### config.mk
export PLATFORM = sky130hd
export DESIGN_NAME = generic_down_counter_flat
export DESIGN_NICKNAME = d
export VERILOG_FILES = /design/src/rtl/counter_pkg.sv /design/src/rtl/generic_down_counter_if.sv /design/src/rtl/generic_down_counter.sv /design/src/flat_wrapper.sv
export SDC_FILE = /design/constraint.sdc
export NUM_CORES = 1
export LEC_CHECK = 0
export BUFFER_PORTS_ARGS = -buffer_cell sky130_fd_sc_hd__buf_2
export CORE_UTILIZATION = 40
export DETAILED_ROUTE_END_ITERATION = 8
export PLACE_DENSITY = 0.74
export SLEW_MARGIN = 10
export SYNTH_ARGS = -nofsm -noshare
export SYNTH_HDL_FRONTEND = slang
export SYNTH_SLANG_ARGS = --single-unit
### constraint.sdc
create_clock -name CLK -period 3.8 [get_ports CLK]
set_input_delay 0.19 -clock CLK [delete_from_list [all_inputs] [get_ports CLK]]
set_output_delay 0.19 -clock CLK [all_outputs]
set_load 0.02 [all_outputs]
### src/rtl/counter_pkg.sv
// Shared definitions for the down-counter/timer family: state encoding and
// the illegal-state recovery rule used by the control FSM.
package counter_pkg;

   localparam int STATE_WIDTH = 2;

   localparam logic [STATE_WIDTH-1:0] ST_IDLE = 2'd0;
   localparam logic [STATE_WIDTH-1:0] ST_RUN  = 2'd1;
   localparam logic [STATE_WIDTH-1:0] ST_DONE = 2'd2;

   function automatic logic state_is_legal(input logic [STATE_WIDTH-1:0] st);
      return (st == ST_IDLE) || (st == ST_RUN) || (st == ST_DONE);
   endfunction

endpackage

### src/rtl/generic_down_counter_if.sv
// Control/status bundle of one down-counter instance. The master side
// issues commands and strobes; the slave side is the counter itself.
interface generic_down_counter_if #(
   parameter int COUNTER_WIDTH = 4
);
   logic                     STOP;
   logic                     LOAD;
   logic [COUNTER_WIDTH-1:0] LOAD_VALUE;
   logic                     START;
   logic                     ENABLE;
   logic                     AUTO_RELOAD;
   logic [COUNTER_WIDTH-1:0] COUNT;
   logic                     TRIG_OUT;
   logic                     BUSY;
   logic                     DONE;

   modport master (
      output STOP, LOAD, LOAD_VALUE, START, ENABLE, AUTO_RELOAD,
      input  COUNT, TRIG_OUT, BUSY, DONE
   );

   modport slave (
      input  STOP, LOAD, LOAD_VALUE, START, ENABLE, AUTO_RELOAD,
      output COUNT, TRIG_OUT, BUSY, DONE
   );
endinterface

### src/rtl/generic_down_counter.sv
// Loadable down counter/timer: counts from a reload value to zero on each
// ENABLE in RUN, emitting a registered one-cycle TRIG_OUT on every wrap.
//
// state   | meaning
// --------+-------------------------------------------------------------
// IDLE    | stopped; count holds, ENABLE ignored
// RUN     | count decrements on ENABLE, wraps to reload at zero
// DONE    | one-shot expired; count holds the reload value
// (2'd3)  | illegal; recovers to IDLE
module generic_down_counter
   import counter_pkg::*;
#(
   parameter int COUNTER_WIDTH = 4,
   parameter int COUNTER_MAX   = 9
) (
   input  logic                 CLK,
   input  logic                 RESET,
   generic_down_counter_if.slave bus
);

   localparam logic [COUNTER_WIDTH-1:0] CNT_RST = COUNTER_WIDTH'(COUNTER_MAX);
   localparam logic [COUNTER_WIDTH-1:0] CNT_ONE = COUNTER_WIDTH'(1);

   logic [STATE_WIDTH-1:0]   state_q, state_d;
   logic [COUNTER_WIDTH-1:0] count_q, count_d;
   logic [COUNTER_WIDTH-1:0] reload_q, reload_d;
   logic                     trig_q, trig_d;

   logic at_zero;
   logic strobe;
   logic wrap;

   assign at_zero = (count_q == '0);
   // STOP and LOAD both outrank a strobe, so neither a decrement nor a wrap
   // may happen in those cycles.
   assign strobe  = (state_q == ST_RUN) && bus.ENABLE && !bus.STOP && !bus.LOAD;
   assign wrap    = strobe && at_zero;

   always_comb begin
      state_d = state_q;
      if (!state_is_legal(state_q)) begin
         state_d = ST_IDLE;
      end else if (bus.STOP) begin
         state_d = ST_IDLE;
      end else if (bus.LOAD) begin
         state_d = state_q;
      end else begin
         case (state_q)
            ST_IDLE, ST_DONE: begin
               if (bus.START) state_d = ST_RUN;
            end
            ST_RUN: begin
               if (wrap && !bus.AUTO_RELOAD) state_d = ST_DONE;
            end
            default: state_d = ST_IDLE;
         endcase
      end
   end

   always_ff @(posedge CLK) begin
      if (RESET) state_q <= ST_IDLE;
      else       state_q <= state_d;
   end

   always_comb begin
      count_d  = count_q;
      reload_d = reload_q;
      if (bus.STOP) begin
         count_d  = count_q;
      end else if (bus.LOAD) begin
         count_d  = bus.LOAD_VALUE;
         reload_d = bus.LOAD_VALUE;
      end else if (strobe) begin
         count_d  = at_zero ? reload_q : (count_q - CNT_ONE);
      end
   end

   always_ff @(posedge CLK) begin
      if (RESET) begin
         count_q  <= CNT_RST;
         reload_q <= CNT_RST;
      end else begin
         count_q  <= count_d;
         reload_q <= reload_d;
      end
   end

   assign trig_d = wrap;

   always_ff @(posedge CLK) begin
      if (RESET) trig_q <= 1'b0;
      else       trig_q <= trig_d;
   end

   assign bus.COUNT    = count_q;
   assign bus.TRIG_OUT = trig_q;
   assign bus.BUSY     = (state_q == ST_RUN);
   assign bus.DONE     = (state_q == ST_DONE);

endmodule

### src/flat_wrapper.sv
// flat-port wrapper written by rule: the top's interface ports become plain ports
module generic_down_counter_flat import counter_pkg::*;
#(
   parameter int COUNTER_WIDTH = 4,
   parameter int COUNTER_MAX   = 9
)
  (CLK, RESET, bus_STOP, bus_LOAD, bus_LOAD_VALUE, bus_START, bus_ENABLE, bus_AUTO_RELOAD, bus_COUNT, bus_TRIG_OUT, bus_BUSY, bus_DONE);
  generic_down_counter_if #(.COUNTER_WIDTH(COUNTER_WIDTH)) bus_i ();
  input  logic CLK;
  input  logic RESET;
  input wire logic [$bits(bus_i.STOP)-1:0] bus_STOP;
  input wire logic [$bits(bus_i.LOAD)-1:0] bus_LOAD;
  input wire logic [$bits(bus_i.LOAD_VALUE)-1:0] bus_LOAD_VALUE;
  input wire logic [$bits(bus_i.START)-1:0] bus_START;
  input wire logic [$bits(bus_i.ENABLE)-1:0] bus_ENABLE;
  input wire logic [$bits(bus_i.AUTO_RELOAD)-1:0] bus_AUTO_RELOAD;
  output wire logic [$bits(bus_i.COUNT)-1:0] bus_COUNT;
  output wire logic [$bits(bus_i.TRIG_OUT)-1:0] bus_TRIG_OUT;
  output wire logic [$bits(bus_i.BUSY)-1:0] bus_BUSY;
  output wire logic [$bits(bus_i.DONE)-1:0] bus_DONE;
  assign bus_i.STOP = bus_STOP;
  assign bus_i.LOAD = bus_LOAD;
  assign bus_i.LOAD_VALUE = bus_LOAD_VALUE;
  assign bus_i.START = bus_START;
  assign bus_i.ENABLE = bus_ENABLE;
  assign bus_i.AUTO_RELOAD = bus_AUTO_RELOAD;
  assign bus_COUNT = bus_i.COUNT;
  assign bus_TRIG_OUT = bus_i.TRIG_OUT;
  assign bus_BUSY = bus_i.BUSY;
  assign bus_DONE = bus_i.DONE;
  generic_down_counter #(.COUNTER_WIDTH(COUNTER_WIDTH), .COUNTER_MAX(COUNTER_MAX)) u_core (.CLK(CLK), .RESET(RESET), .bus(bus_i));
endmodule
## After elaboration in Yosys (flattened, before gate mapping)

Index checks and enable logic that the tools add are counted.

| operators by class | value |
|---|---|
| eq/ne operators | 4 |
| reductions and logical operators | 18 |
| add/subtract/negate cells | 1 |
| bitwise operators | 3 |
| muxes and demuxes | 6 |

Operator list:

| operator | count |
|---|---|
| $mux W4 | 3 |
| $logic_and A1 B1 Y1 | 5 |
| $logic_not A4 Y1 | 1 |
| $mux W2 | 2 |
| $pmux W2 S2 | 1 |
| $reduce_and A2 Y1 | 2 |
| $sub A4 B1 Y4 const B | 1 |
| $logic_not A1 Y1 | 3 |
| $not A1 Y1 | 3 |
| $reduce_and A3 Y1 | 1 |
| $reduce_or A3 Y1 | 1 |
| $eq A2 B1 Y1 const B | 1 |
| $eq A2 B2 Y1 const B | 1 |
| $logic_not A2 Y1 | 1 |
| $logic_or A1 B1 Y1 | 2 |
| $ne A2 B1 Y1 const B | 1 |
| $ne A2 B2 Y1 const B | 1 |
| $reduce_bool A2 Y1 | 1 |
| $reduce_or A2 Y1 | 1 |

| word-level totals | value |
|---|---|
| flip-flop bits (word level) | 11 |
| input bits | 11 |
| output and inout port bits | 7 |

## Depth between registers and ports, before layout

Gate-level depths: netlist of the first run.

| logic depth | value |
|---|---|
| word-level depth | 8 |
| mapped depth | 6 |

## Worst setup path before layout of the first run

OpenSTA, ideal clock, no wires.

| timing | value |
|---|---|
| path kind | register -> register |
| start point | register u_core.count_q[0] (netlist: u_core.bus.COUNT[0]) |
| end point | register u_core.count_q[0] (netlist: u_core.bus.COUNT[0]) |
| library setup time | 122 ps |
| arrival | 1448 ps |
| stages on the path, launching flop included | 7 |
| setup slack | 2230 ps |
| cell sequence | dfxtp_1 > inv_1 > ha_1 > nor3b_2 > a21oi_1 > o21ai_0 > a221o_1 |

| on the way | value |
|---|---|
| word-level cells in the longest chain between the ends | 4 |
| elaborated cells on any way between the ends | 5 |

Ends and longest elaborated chain:

| item | line | source |
|---|---|---|
| start: declaration | generic_down_counter.sv:25 | `logic [COUNTER_WIDTH-1:0] count_q, count_d;` |
| start signal: assignment | generic_down_counter.sv:83 | `count_q <= count_d;` |
| $sub A4 B1 Y4 or $logic_not A4 Y1 (tied branches) | generic_down_counter.sv:74, generic_down_counter.sv:33 |  |
| $mux W4 * | generic_down_counter.sv:74 | `count_d = at_zero ? reload_q : (count_q - CNT_ONE);` |
| $mux W4 * | generic_down_counter.sv:73 | `end else if (strobe) begin` |
| $mux W4 * | generic_down_counter.sv:70 | `end else if (bus.LOAD) begin` |

Every way passes the cells marked *; elsewhere a longest branch is shown, timed or not. The select of a mux whose other input is x is not followed.
A chain may end at the register's enable or synchronous reset.

## Final worst setup path of the first run

| timing | value |
|---|---|
| start point | register u_core.count_q[0] (netlist: u_core.bus.COUNT[0]) |
| end point | register u_core.state_q[1] |

| on the way | value |
|---|---|
| word-level cells in the longest chain between the ends | 5 |

Ends and longest elaborated chain:

| item | line | source |
|---|---|---|
| $logic_not A4 Y1 | generic_down_counter.sv:33 | `assign at_zero = (count_q == '0);` |
| $logic_and A1 B1 Y1 | generic_down_counter.sv:37 | `assign wrap = strobe && at_zero;` |
| $logic_and A1 B1 Y1 | generic_down_counter.sv:53 | `if (wrap && !bus.AUTO_RELOAD) state_d = ST_DONE;` |
| $ne A2 B1 Y1 (no source line) | -- |  |
| $reduce_and A3 Y1 (no source line) | -- |  |
| end signal: assignment | generic_down_counter.sv:62 | `else state_q <= state_d;` |
| end: declaration | generic_down_counter.sv:24 | `logic [STATE_WIDTH-1:0] state_q, state_d;` |

No other way between the ends.

==> impl_metrics.toml, run 1 <==
[cts]
post-cts-setup-buffer-count = 0
cts_tree = "yes"
numCtsBuffers = 3
insertion_delay_ps = 260
ctsHoldBuffers = 0
cts-root-buf = "clkbuf_4"
clkTransAtPathRegs_ps = 70
clk_path_buf_depth = 2
cts.sinks = 11
post_cts_resized = 0
htree_levels = 1

[timing]
finalWorstSetupSlack_ps = 2230
worst_hold_slack_ps = 156
maxSlewHeadroom = 0.679
drv_slew = 0
hold_viol = 0
max_freq_mhz = 636
period_share = 0.414
skew_ps = 1.17
finalCriticalPeriod_ps = 1570
worst_pin_slew_ps = 480
fin_tns_setup_ps = 0
setup_viol = 0
rsz0062_at_grt = "false"

[floorplanning]
fp.dieH_um = 40.3
io_pins = 18
die-area_um2 = 1620
initial_core_util = 0.439
die_w_um = 40.3
core_area_um2 = 1330
placementRows = 13

[worst_setup_path]
cp-startpoint = "u_core.bus.COUNT[0]"
path_max_fanout = 6
end_kind = "register"
critical_path_arrival_ps = 1730
cp.required_ps = 3960
startpoint_type = "register"
r2r-start = "u_core.bus.COUNT[0]"
crit_type = "reg -> reg"

[synthesis]
syn_avg_cell_area_um2 = 8.49
yosys_warnings = 0
async_reset_ff_frac = 0
synth.top_cells.by_area = "dfxtp_1 38%, a21oi_1 7.7%, nor2b_1 5.3%, a221o_1 5.1%, mux2i_1 5.1%"
synth_area_um2 = 586
ys_ff_latch = 11
synth_top_cells_by_count = "11 x dfxtp_1, 9 x a21oi_1, 8 x nor2_1, 7 x inv_1, 5 x nor2b_1"
ys_seq_area_frac = 0.376
synth_edf_count = 0
synth_cell_types = 23
syn_nets = 81
synth_top_area_cell = "dfxtp_1"
yosysTopAreaCellShare = 0.376
synth_flop_cell = "dfxtp_1"
synthCells = 69
synth_most_common_cell = "dfxtp_1"

[drt]
drt_iter0_drc = 19
ant_nets = 0
drcViolationCount = 0
routed_wl_um = 1160
viasPerCell = 5.29
avgRoutedWirePerCell_um = 11.3
drtPass1Iterations = 4
vias = 540

[place]
dp.cells = 98
placed_cell_area_um2 = 676
dp_hpwl_um = 848
pre_cts_ws_ps = 2240
gp_congestion = 0.650
io_buffer_count = 17

[global_route]
grtUsageTotal = 0.157
grt_pass1_vias = 402
antenna_found_initial = 0
grt_pass1_wl_um = 1680
overflow = 0
grt_max_degree = 14

[power]
power_density_nw_per_um2 = 352
peakVddDrop_mv = 0.160
static-leakage-power_nw = 0.315
finalPower_uw = 247

[final_layout]
multi_input_area_um2 = 325
diodes = 0
ff_latch_area_um2 = 220
fin_nets = 100
final_util = 0.526
nFillCells = 122
final_cells = 102
final_layout_size_suffix_gt1_frac = 0.264
design_area_um2 = 702
syn2layout_area_growth_pct = 19.9

[run]
drv_cap = 0

[run_status]
status = "complete, no violations"

[min_path]
hold_start = "bus_LOAD_VALUE[0]"
hp-class = "in -> reg"
==> kinds of logic (layout without fill, tap and decap cells) <==
logic type / count (synthesis) / count (layout) / synth area share
buffers and inverters: 10 / 28 / 0.0684
multiplexers: 3 / 3 / 0.0513
adder cells (fa/ha/maj): 1 / 1 / 0.0214
flip-flops: 11 / 11 / 0.376
AND/OR/NAND/NOR: 22 / 22 / 0.203
AO/OA/AOI/OAI: 22 / 22 / 0.280
==> final timing paths <==
check	end	slack, ps	cells after the start
worst max register to register	u_core.state_q[1]	2230	6
worst max-delay path	u_core.state_q[1]	2230	6
worst min-delay path	u_core.reload_q[0]	160	2
worst min register to register	u_core.state_q[1]	530	1
==> cell usage in the layout, fill, tap and decap left out <==
cell	n
inv_1	7
nor2_1	8
nor3_1	1
a221o_1	3
o21ai_0	3
a2111oi_2	1
and3b_1	1
buf_2	17
a211o_1	2
dfxtp_1	11
clkbuf_4	3
mux2i_1	3
nor4_1	1
o21bai_4	1
a21oi_1	9
o21a_1	2
nand3_1	1
nor3b_2	1
clkbuf_1	1
nor2b_1	5
o31ai_1	1
nand2_1	2
or3_1	2
ha_1	1
==> power by group <==
part           internal [mW]  switching, mW
sequential             0.121        0.00619
combinational         0.0194         0.0237
clock                 0.0404         0.0364
==> critical path: stages (launching register included) <==
cell and delay [ps]:
dfxtp_1 350, inv_1 70, ha_1 190, nor3b_2 290
nand3_1 180, o21a_1 210, a2111oi_2 190
==> registers in the layout, indices dropped and copies added, names as in the netlist <==
| name | cells |
|---|---|
| u_core.bus.COUNT | 4 |
| u_core.bus.TRIG_OUT | 1 |
| u_core.reload_q | 4 |
| u_core.state_q | 2 |
==> per-layer routing <==
| layer | up-vias | share of wire | GRT usage |
|---|---|---|---|
| li1 | 281 | - | - |
| met1 | 246 | 0.52 | 0.226 |
| met2 | 13 | 0.45 | 0.218 |
| met3 | 0 | 0.031 | 0.0500 |
| met4 | 0 | 0 | 0.0500 |
| met5 | - | 0 | 0 |
==> layout make-up <==
type | count | share of cell area
inverter | 7 | 0.0374
timing repair buffer | 17 | 0.121
clock buffer | 4 | 0.0374
multi-input combinational | 48 | 0.463
sequential | 11 | 0.314
tap | 15 | 0.0267
Note: power is estimated with default switching activity, not from simulation.
==> inputs of run 2 (changes only) <==
Clock period 3.8 ns to 1.5 ns, I/O delays scaled along.
==> impl_metrics.toml, run 2 (synthesized netlist as in run 1, its figures left out) <==
[drt]
routed_wl_um = 1280
drcViolationCount = 0
drt_iter0_drc = 16
avgRoutedWirePerCell_um = 12.0
ant_nets = 0
viasPerCell = 5.21
vias = 558
drtPass1Iterations = 4

[timing]
fin_tns_setup_ps = 0
worst_hold_slack_ps = 21.3
period_share = 0.971
drv_slew = 0
finalWorstSetupSlack_ps = 43.1
max_freq_mhz = 686
maxSlewHeadroom = 0.816
skew_ps = 0.633
finalCriticalPeriod_ps = 1460
worst_pin_slew_ps = 276
setup_viol = 0
hold_viol = 0

[worst_setup_path]
startpoint_type = "register"
cp.required_ps = 1700
path_max_fanout = 4
end_kind = "register"
reg2reg_slack_ps = 40
reg2reg_to = "u_core.bus.COUNT[2]"
crit_type = "reg -> reg"
critical_path_arrival_ps = 1660
r2r-start = "u_core.bus.COUNT[1]"
reg2reg_depth = 6

[cts]
clk_path_buf_depth = 2
cts_tree = "yes"
numCtsBuffers = 3
ctsHoldBuffers = 0
clkTransAtPathRegs_ps = 70
htree_levels = 1
cts-root-buf = "clkbuf_4"
insertion_delay_ps = 260
cts.sinks = 11

[floorplanning]
initial_core_util = 0.439
fp.dieH_um = 40.3
io_pins = 18
core_area_um2 = 1330
placementRows = 13
die-area_um2 = 1620
die_w_um = 40.3

[power]
power_frac_clock = 0.307
p_int_uw = 471
power_density_nw_per_um2 = 846
finalPower_uw = 651
swShare = 0.277
peakVddDrop_mv = 0.390
seq_power_share = 0.496
static-leakage-power_nw = 0.338
switching_power_uw = 180
p_comb_frac = 0.197

[min_path]
hold-path-cell-count = 2
worstHoldEndpoint = "u_core.reload_q[0]"
hp-class = "in -> reg"
hold_start = "bus_LOAD_VALUE[0]"

[place]
placed_cell_area_um2 = 708
dp.cells = 102
gp_congestion = 0.744
io_buffer_count = 17
pre_cts_ws_ps = -46.7
dp_hpwl_um = 889

[final_layout]
syn2layout_area_growth_pct = 31.4
final_layout_size_suffix_gt1_frac = 0.380
final_cells = 107
diodes = 0
layout_common_cells = "17 x buf_2, 9 x dfxtp_1, 8 x nor2_1, 8 x a21oi_1"
design_area_um2 = 769
fin_nets = 105
final_util = 0.577
layout_commonest_cell = "buf_2"

[global_route]
grt_pass1_wl_um = 1870
grtUsageTotal = 0.171
grt_max_degree = 14
antenna_found_initial = 0
overflow = 0
grt_pass1_vias = 414

[run_status]
status = "complete, no violations"

[run]
drv_cap = 0
## run 2: changes by cell type in the layout (fill, tap and decap cells not counted), moves of 2 or more
cell and delta:
buf_4 +5, dfxtp_1 -2, dfxtp_2 +2, inv_1 -2, inv_2 +2
## run 2: how the worst max path moves through the flow
stage / start / to / slack, ps
final: u_core.bus.COUNT[1] / u_core.bus.COUNT[2] / 40
after global placement: u_core.bus.COUNT[1] / u_core.state_q[1] / 60
after detailed placement: u_core.bus.COUNT[1] / u_core.state_q[1] / -50
after CTS: u_core.bus.COUNT[1] / u_core.state_q[1] / 2
after floorplan: u_core.bus.COUNT[0] / u_core.bus.COUNT[0] / 30
after global routing: u_core.bus.COUNT[1] / u_core.bus.COUNT[2] / -10
## run 2: power groups by stage
stage / Combinational, mW / Clock [mW] / Sequential [mW]
2_1_floorplan: 0.0666 / 0 / 0.335
3_3_place_gp: 0.114 / 0 / 0.327
3_5_place_dp: 0.115 / 0 / 0.328
4_1_cts: 0.119 / 0.206 / 0.322
5_1_grt: 0.144 / 0.221 / 0.325
6_report: 0.128 / 0.200 / 0.323
## run 2: worst max-delay path: stages, from the launching register on
cell	delay [ps]
dfxtp_2	340
inv_2	70
ha_4	140
inv_1	50
or3_1	340
a221o_1	320
a21oi_2	140
## run 2: area by class of cell
| cell class | instances | area, µm² |
|---|---|---|
| clock buffer | 4 | 26.3 |
| fill | 118 | 564 |
| inverter | 7 | 26.3 |
| multi-input combinational | 48 | 353 |
| sequential | 11 | 223 |
| tap | 15 | 18.8 |
| timing repair buffer | 22 | 123 |
## run 2: timing repair
action                     4_1_cts  5_1_grt
gates resized for setup          3        5
pin swaps                        0        1
setup endpoints to repair        2        5
cloned                           0        0
setup buffers                    0        1
hold endpoints to repair         0        0
## run 2: layer usage
metal  wire length (µm)  GRT usage  part of all wire  vias up
met5                  0          0                 0        -
met4                  8     0.0500            0.0063        0
met3                 38     0.0333             0.030        2
met2                618      0.250              0.48       13
met1                614      0.250              0.48      252
li1                   -          -                 -      291
==> inputs of run 3 (changes only) <==
Settings changed: PLACE_DENSITY 0.74 to 0.76.
Clock period 1.5 ns to 1.2 ns, I/O delays scaled along.
==> impl_metrics.toml, run 3 (synthesized netlist as in run 1, its figures left out) <==
[run_status]
status = "complete, but fails checks"
violations = "negative setup slack"

[drt]
avgRoutedWirePerCell_um = 12.4
drt_iter0_drc = 9
drcViolationCount = 0
routed_wl_um = 1450
drtPass1Iterations = 2
vias = 588
viasPerCell = 5.03
ant_nets = 0

[place]
gp_congestion = 0.710
dp_hpwl_um = 1040
io_buffer_count = 17

[final_layout]
final_layout_size_suffix_gt1_frac = 0.490
layout_common_cells = "17 x buf_2, 14 x buf_4, 8 x a21oi_1, 8 x dfxtp_1, 6 x nor2_1"
diodes = 0
layout_commonest_cell = "buf_2"
syn2layout_area_growth_pct = 47.6
multi_input_area_um2 = 360
nFillCells = 116
final_util = 0.648
fin_nets = 115
ff_latch_area_um2 = 229

[worst_setup_path]
startpoint_type = "register"
r2r-start = "u_core.bus.COUNT[1]"
reg2reg_to = "u_core.bus.COUNT[3]"
reg2reg_slack_ps = -220
critical_path_arrival_ps = 1580
path_max_fanout = 2
end_kind = "register"
cp.required_ps = 1360
reg2reg_depth = 5
crit_type = "reg -> reg"

[timing]
worst_pin_slew_ps = 275
skew_ps = 2.73
drv_slew = 0
setup_viol = 7
finalWorstSetupSlack_ps = -218
period_share = 1.18
finalCriticalPeriod_ps = 1420
max_freq_mhz = 705
rsz0062_at_grt = "true"
maxSlewHeadroom = 0.817
hold_viol = 0

[run]
drv_cap = 0

[floorplanning]
placementRows = 13
io_pins = 18
core_area_um2 = 1330
initial_core_util = 0.439
die-area_um2 = 1620
die_w_um = 40.3
fp.dieH_um = 40.3

[power]
static-leakage-power_nw = 0.389
peakVddDrop_mv = 0.524
power_density_nw_per_um2 = 981
finalPower_uw = 848

[global_route]
grt_max_degree = 14
grt_pass1_wl_um = 2210
overflow = 0
grtUsageTotal = 0.218
antenna_found_initial = 0
grt_pass1_vias = 563

[cts]
cts.sinks = 11
htree_levels = 1
clk_path_buf_depth = 2
clkTransAtPathRegs_ps = 70
insertion_delay_ps = 270
cts-root-buf = "clkbuf_4"
cts_tree = "yes"
numCtsBuffers = 3

[min_path]
hold-path-cell-count = 2
hold_start = "bus_LOAD_VALUE[0]"
hp-class = "in -> reg"
worstHoldEndpoint = "u_core.reload_q[0]"
## run 3: how the worst max path moves through the flow
stage                   startpoint             endpoint  slack [ps]  cells after the start
6_report       u_core.bus.COUNT[1]  u_core.bus.COUNT[3]        -220                      5
5_1_grt        u_core.bus.COUNT[1]    u_core.state_q[1]        -330                      6
4_1_cts        u_core.bus.COUNT[1]    u_core.state_q[1]        -230                      6
3_5_place_dp   u_core.bus.COUNT[1]    u_core.state_q[1]        -270                      6
3_3_place_gp   u_core.bus.COUNT[1]    u_core.state_q[1]        -190                      6
2_1_floorplan  u_core.bus.COUNT[1]  u_core.bus.COUNT[2]        -160                      6
## run 3: what timing repair did
| item | CTS | global route |
|---|---|---|
| gates resized for setup | 3 | 4 |
| buffers inserted | 5 | 1 |
| pin swaps | 3 | 2 |
| setup endpoints to repair | 7 | 8 |
| hold buffers | 0 | 0 |
## run 3: power breakdown
group | switching (mW) | internal, mW | total, mW
clock network | 0.127 | 0.129 | 0.255
registers | 0.0169 | 0.383 | 0.400
logic | 0.0947 | 0.0984 | 0.193
total | 0.238 | 0.610 | 0.848
## run 3: per-stage QoR
stage	hold slack (ps)	setup TNS, ps	setup slack, ps	std cells	cell area (µm²)
after global routing	-1.96	-1840	-331	117	865
final	6.26	-1240	-218	117	865
after detailed placement	287	-1140	-269	108	786
after global placement	276	-833	-195	108	786
after CTS	4.45	-1320	-233	117	857
after floorplan	136	-767	-162	69	621
## run 3: layer usage
layer  vias up  wire [µm]  track usage
met1       261        620        0.196
met5         -          0            0
met3         5         51       0.0833
met2        10        755        0.431
met4         0         23       0.0750
li1        312          -            -
## run 3: cell type report
type | count | area share
inverters | 7 | 0.0333
clock buffers | 4 | 0.0304
well taps | 15 | 0.0217
flip-flops and latches | 11 | 0.265
repair buffers | 32 | 0.233
multi-input cells | 48 | 0.417
## run 3: worst max-delay path, stage by stage (launching register included)
cell and delay (ps):
dfxtp_4 350, buf_4 130, or3_1 330, a21oi_1 120, o31ai_1 80, a221o_1 290
